--- config.mk ---
export PLATFORM = sky130hd
export DESIGN_NAME = flash_sequencer
export DESIGN_NICKNAME = d
export VERILOG_FILES = /design/src/rtl/simon_pkg.sv /design/src/rtl/seq_speed_lut.sv /design/src/rtl/flash_sequencer.sv
export SDC_FILE = /design/constraint.sdc
export NUM_CORES = 1
export LEC_CHECK = 0
export BUFFER_PORTS_ARGS = -buffer_cell sky130_fd_sc_hd__buf_2
export CORE_MARGIN = 4
export CORE_UTILIZATION = 54
export DETAILED_ROUTE_END_ITERATION = 16
export HOLD_SLACK_MARGIN = 0.02
export PLACE_DENSITY = 0.79
export SYNTH_ARGS = -nofsm -noshare
export SYNTH_HDL_FRONTEND = slang
export SYNTH_HIERARCHICAL = 1
export SYNTH_SLANG_ARGS = --single-unit
--- constraint.sdc ---
create_clock -name clk -period 2.2 [get_ports clk]
set_input_delay 0.44 -clock clk [delete_from_list [all_inputs] [get_ports clk]]
set_output_delay 0.44 -clock clk [all_outputs]
set_load 0.01 [all_outputs]
--- src/rtl/simon_pkg.sv ---
// Shared types and constants for the Simon game datapath.
// Colour and sequencer-state encodings, segment limits, one-hot helper.
package simon_pkg;

  typedef enum logic [1:0] {
    C_RED,
    C_GREEN,
    C_BLUE,
    C_YELLOW
  } colour_t;

  typedef enum logic [2:0] {
    IDLE,
    LOAD,
    ON,
    GAP,
    DONE
  } seq_state_t;

  localparam int MAX_SEGMENTS = 33;
  localparam logic [2:0] SPEED_MAX = 3'd4;

  function automatic logic [3:0] onehot(input colour_t c);
    return 4'b0001 << c;
  endfunction

endpackage

--- src/rtl/seq_speed_lut.sv ---
// Round length to timer speed code, saturating at SPEED_MAX.
// Ports: round_len (in), speed (out, 0..4).
module seq_speed_lut
  import simon_pkg::*;
#(
  parameter int IDX_W = 6,
  parameter int RAMP  = 5
) (
  input  logic [IDX_W-1:0] round_len,
  output logic [2:0]       speed
);

  logic [IDX_W-1:0] steps;

  assign steps = round_len / IDX_W'(RAMP);

  assign speed = (steps > IDX_W'(SPEED_MAX)) ?
                 SPEED_MAX : steps[2:0];

endmodule

--- src/rtl/flash_sequencer.sv ---
// Plays the stored colour sequence back on the LEDs each round.
// Ports: clk, reset(n), start, abort, round_len, colour_in, pulse
//   -> seg_idx, load_speed, speed, led_o, busy, done.
module flash_sequencer
  import simon_pkg::*;
#(
  parameter int MAX_SEG = MAX_SEGMENTS,
  parameter int IDX_W   = 6,
  parameter int RAMP    = 5
) (
  input  logic             clk,
  input  logic             reset,
  input  logic             start,
  input  logic             abort,
  input  logic [IDX_W-1:0] round_len,
  input  logic [1:0]       colour_in,
  input  logic             pulse,
  output logic [IDX_W-1:0] seg_idx,
  output logic             load_speed,
  output logic [2:0]       speed,
  output logic [3:0]       led_o,
  output logic             busy,
  output logic             done
);

  seq_state_t       state_q, state_d;
  logic [IDX_W-1:0] seg_q, seg_d;
  logic [IDX_W-1:0] len_q, len_d;
  logic [2:0]       speed_q, speed_d;

  logic [IDX_W-1:0] len_clamp;
  logic [2:0]       lut_speed;
  logic             last_seg;

  seq_speed_lut #(
    .IDX_W(IDX_W),
    .RAMP (RAMP)
  ) u_lut (
    .round_len(round_len),
    .speed    (lut_speed)
  );

  assign len_clamp = (round_len > IDX_W'(MAX_SEG)) ?
                     IDX_W'(MAX_SEG) : round_len;

  assign last_seg = (seg_q == len_q - IDX_W'(1));

  always_comb begin
    state_d = state_q;
    seg_d   = seg_q;
    len_d   = len_q;
    speed_d = speed_q;
    unique case (state_q)
      IDLE: begin
        if (start) begin
          len_d   = len_clamp;
          speed_d = lut_speed;
          seg_d   = '0;
          state_d = (len_clamp == '0) ? DONE : LOAD;
        end
      end
      // timer is reloading; pulse is not trusted here
      LOAD: state_d = ON;
      ON: begin
        if (pulse) state_d = GAP;
      end
      GAP: begin
        if (pulse) begin
          if (last_seg) begin
            state_d = DONE;
          end else begin
            seg_d   = seg_q + IDX_W'(1);
            state_d = ON;
          end
        end
      end
      DONE: begin
        seg_d   = '0;
        state_d = IDLE;
      end
      default: state_d = IDLE;
    endcase
    // abort overrides everything except an idle start
    if (abort && state_q != IDLE) begin
      state_d = IDLE;
      seg_d   = '0;
    end
  end

  always_ff @(posedge clk or negedge reset) begin
    if (!reset) begin
      state_q <= IDLE;
      seg_q   <= '0;
      len_q   <= '0;
      speed_q <= '0;
    end else begin
      state_q <= state_d;
      seg_q   <= seg_d;
      len_q   <= len_d;
      speed_q <= speed_d;
    end
  end

  assign seg_idx    = seg_q;
  assign speed      = speed_q;
  assign load_speed = (state_q == LOAD);
  assign busy       = (state_q != IDLE);
  assign done       = (state_q == DONE) && !abort;
  assign led_o      = (state_q == ON) ?
                      onehot(colour_t'(colour_in)) : 4'b0;

endmodule

==> impl_metrics.json <==
{
  "worst-slew-pin-transition_ns": 0.445,
  "synth_seq_cells": 18,
  "grt_pass1_wl_mm": 4.97,
  "drc": 0,
  "layout.nets": 194,
  "cp.arrival_ns": 2.19,
  "num_rows": 17,
  "dr.pass1.iters": 4,
  "ioPinCount": 29,
  "powerDensity_mw_per_mm2": 916,
  "startpoint": "len_q[0]$_DFFE_PN0P_",
  "finalSetupViolations": 0,
  "clk_pin_slew_ns": 0.11,
  "synth_area_sq_mm": 0.00135,
  "dieWidth_microns": 58.0,
  "crit_end": "seg_idx[5]$_DFFE_PN0P_",
  "grt_pass1_vias": 1132,
  "post-cts-setup-buffers": 0,
  "p_leak_nw": 0.686,
  "finalClockSkew_ns": 0.00260,
  "clkSinkCount": 18,
  "portBuffers": 28,
  "grt_overflow_total": 0,
  "multi_input_area_sq_um": 797,
  "fin_setup_tns_ns": 0,
  "grt_start_max_net_pins": 19,
  "h-tree-depth": 1,
  "cts_made_buffers": 3,
  "crit_required_ns": 2.41,
  "cts_tree": "done",
  "initial_core_util_pct": 58.7,
  "vias": 1185,
  "irDropWorstVdd_mv": 0.603,
  "die_area_sq_mm": 0.00336,
  "grt_usage_pct": 18.7,
  "slew_headroom_pct": 70.3,
  "ys_seq_area_share_pct": 33.4,
  "drtIter0Drc": 31,
  "reg2reg_depth": 7,
  "hp-class": "in2async",
  "synth_top_area_share_pct": 33.4,
  "avgViaCountPerCell": 5.78,
  "worst-setup-path-type": "reg2reg",
  "holdBufCountCts": 0,
  "cts_root_buffer": "clkbuf_4",
  "antenna_found_initial": 0,
  "wl_mm": 2.87,
  "rsz0062_at_grt": "no",
  "drive_above_1_share_pct": 27.1,
  "dieHeight_microns": 58.0,
  "clockBufferDepth": 2,
  "crit_fanout": 4,
  "synth_top_area_cell": "dfrtp_1",
  "fmax_mhz": 503,
  "setup.worst_path.start_class": "flop",
  "ff2ff_setup_slack_ns": 0.21,
  "hold_viol": 0,
  "synth_enable_flop_cells": 0,
  "utilization_pct": 64.1,
  "cts-resized-gates": 0,
  "cap_violations": 0,
  "fillers": 203,
  "synth_top_flop_cell": "dfrtp_1",
  "netlist_instances": 152,
  "async_reset_ff_share_pct": 100,
  "synth_fp_nets": 167,
  "detail_route.wl_per_cell_microns": 14.0,
  "reg2reg_from": "len_q[0]$_DFFE_PN0P_",
  "seq_area_sq_um": 450,
  "place_congestion": 0.753,
  "maxSlewViolCount": 0,
  "r2r-end": "seg_idx[5]$_DFFE_PN0P_",
  "clock_latency_ns": 0.29,
  "yosysUniqueCellTypes": 44,
  "area_growth_pct": 9.19,
  "min_period_over_period_pct": 90.3,
  "antenna_cells": 0,
  "ys_top_cells_by_area": "dfrtp_1, a21oi_1, nand2b_1",
  "post-route-min-period_ns": 1.99,
  "dpl.hpwl_mm": 2.23,
  "core_sq_mm": 0.00230,
  "syn_area_per_cell_sq_um": 8.87,
  "crit_path_end_kind": "flop",
  "postRouteAntennaNets": 0,
  "synth_warnings": 6,
  "outcome": "complete, no violations"
}
logic make-up after synthesis:
family | synth area share (%)
AOI/OAI and AO/OA | 18.6
muxes | 4.09
buffers and inverters | 7.43
xor gates and xnor gates | 4.55
DFF | 33.4
and+or+nand+nor | 30.1
adders and majority gates | 1.86
worst max-delay path: stages, from the launching register on:
cell      delay, ns
dfrtp_1        0.43
inv_1          0.08
ha_1           0.24
nor2b_1        0.14
or3_1          0.38
a31oi_2        0.27
a31oi_1        0.17
o211ai_1       0.21
synthesized netlist by cell type (all sizes together), types with 4 or more instances:
master and instances:
nand2b 8, xnor2 4, inv 7, o211ai 6, o21ai 9, a31oi 4, nand2 12, nor2 12
a21oi 10, nor3 7, nand3 5, dfrtp 18, and2 4, mux2 4
worst min-delay path by stage:
stage | end | slack (ns)
3_5_place_dp | seg_idx[5]$_DFFE_PN0P_ | 0.40
6_report | seg_idx[2]$_DFFE_PN0P_ | 0.07
4_1_cts | seg_idx[2]$_DFFE_PN0P_ | 0.07
2_1_floorplan | len_q[0]$_DFFE_PN0P_ | 0.14
3_3_place_gp | seg_idx[1]$_DFFE_PN0P_ | 0.39
5_1_grt | seg_idx[2]$_DFFE_PN0P_ | 0.09
through the flow:
stage / setup WS (ns) / hold slack (ns) / instances / power, mW / area (sq um)
final: 0.213 / 0.0657 / 205 / 1.35 / 1470
after global routing: 0.0346 / 0.0879 / 205 / 1.46 / 1470
after CTS: 0.213 / 0.0674 / 205 / 1.35 / 1470
after detailed placement: 0.232 / 0.401 / 202 / 1.19 / 1450
after global placement: 0.310 / 0.393 / 202 / 1.16 / 1450
after floorplan: 0.352 / 0.144 / 152 / 1.06 / 1350
final cells by class:
class                      count  share of cell area [%]
sequential                    18                    30.6
tap                           28                    2.38
multi-input combinational    121                    54.2
clock buffer                   3                    1.53
timing repair buffer          28                    9.52
inverter                       7                    1.79
metal layers:
metal	up-vias	routed length (microns)	GRT usage (%)
met5	-	0	0
met4	0	33	8.28
met3	4	115	2.67
met2	24	1420	31.3
met1	558	1300	23.8
li1	599	-	-
flip-flops by register name, indices dropped and copies added, names as in the netlist:
register	cells
seg_idx	6
state_q	3
len_q	6
speed	3
placed cells by master (no fill, tap or decap), drive strengths merged, types with 3 or more instances in the layout:
cell type / Yosys / final
a21oi: 10 / 10
a31oi: 4 / 4
and2: 4 / 4
buf: 3 / 28
clkbuf: 3 / 3
dfrtp: 18 / 18
inv: 7 / 7
mux2: 4 / 4
nand2: 12 / 12
nand2b: 8 / 8
nand3: 5 / 5
nand4: 3 / 3
nor2: 12 / 12
nor2b: 3 / 3
nor3: 7 / 7
nor3b: 3 / 3
o211ai: 6 / 6
o21ai: 9 / 9
or4: 3 / 3
xnor2: 4 / 4
xor2: 3 / 3
power breakdown:
| group | internal [mW] | leakage, nW | switching, mW | total, mW |
|---|---|---|---|---|
| logic | 0.287 | 0.437 | 0.361 | 0.648 |
| clock network | 0.0637 | 0.0138 | 0.106 | 0.169 |
| registers | 0.419 | 0.234 | 0.111 | 0.530 |
| total | 0.770 | 0.686 | 0.578 | 1.35 |
(Power assumes the default switching activity.)
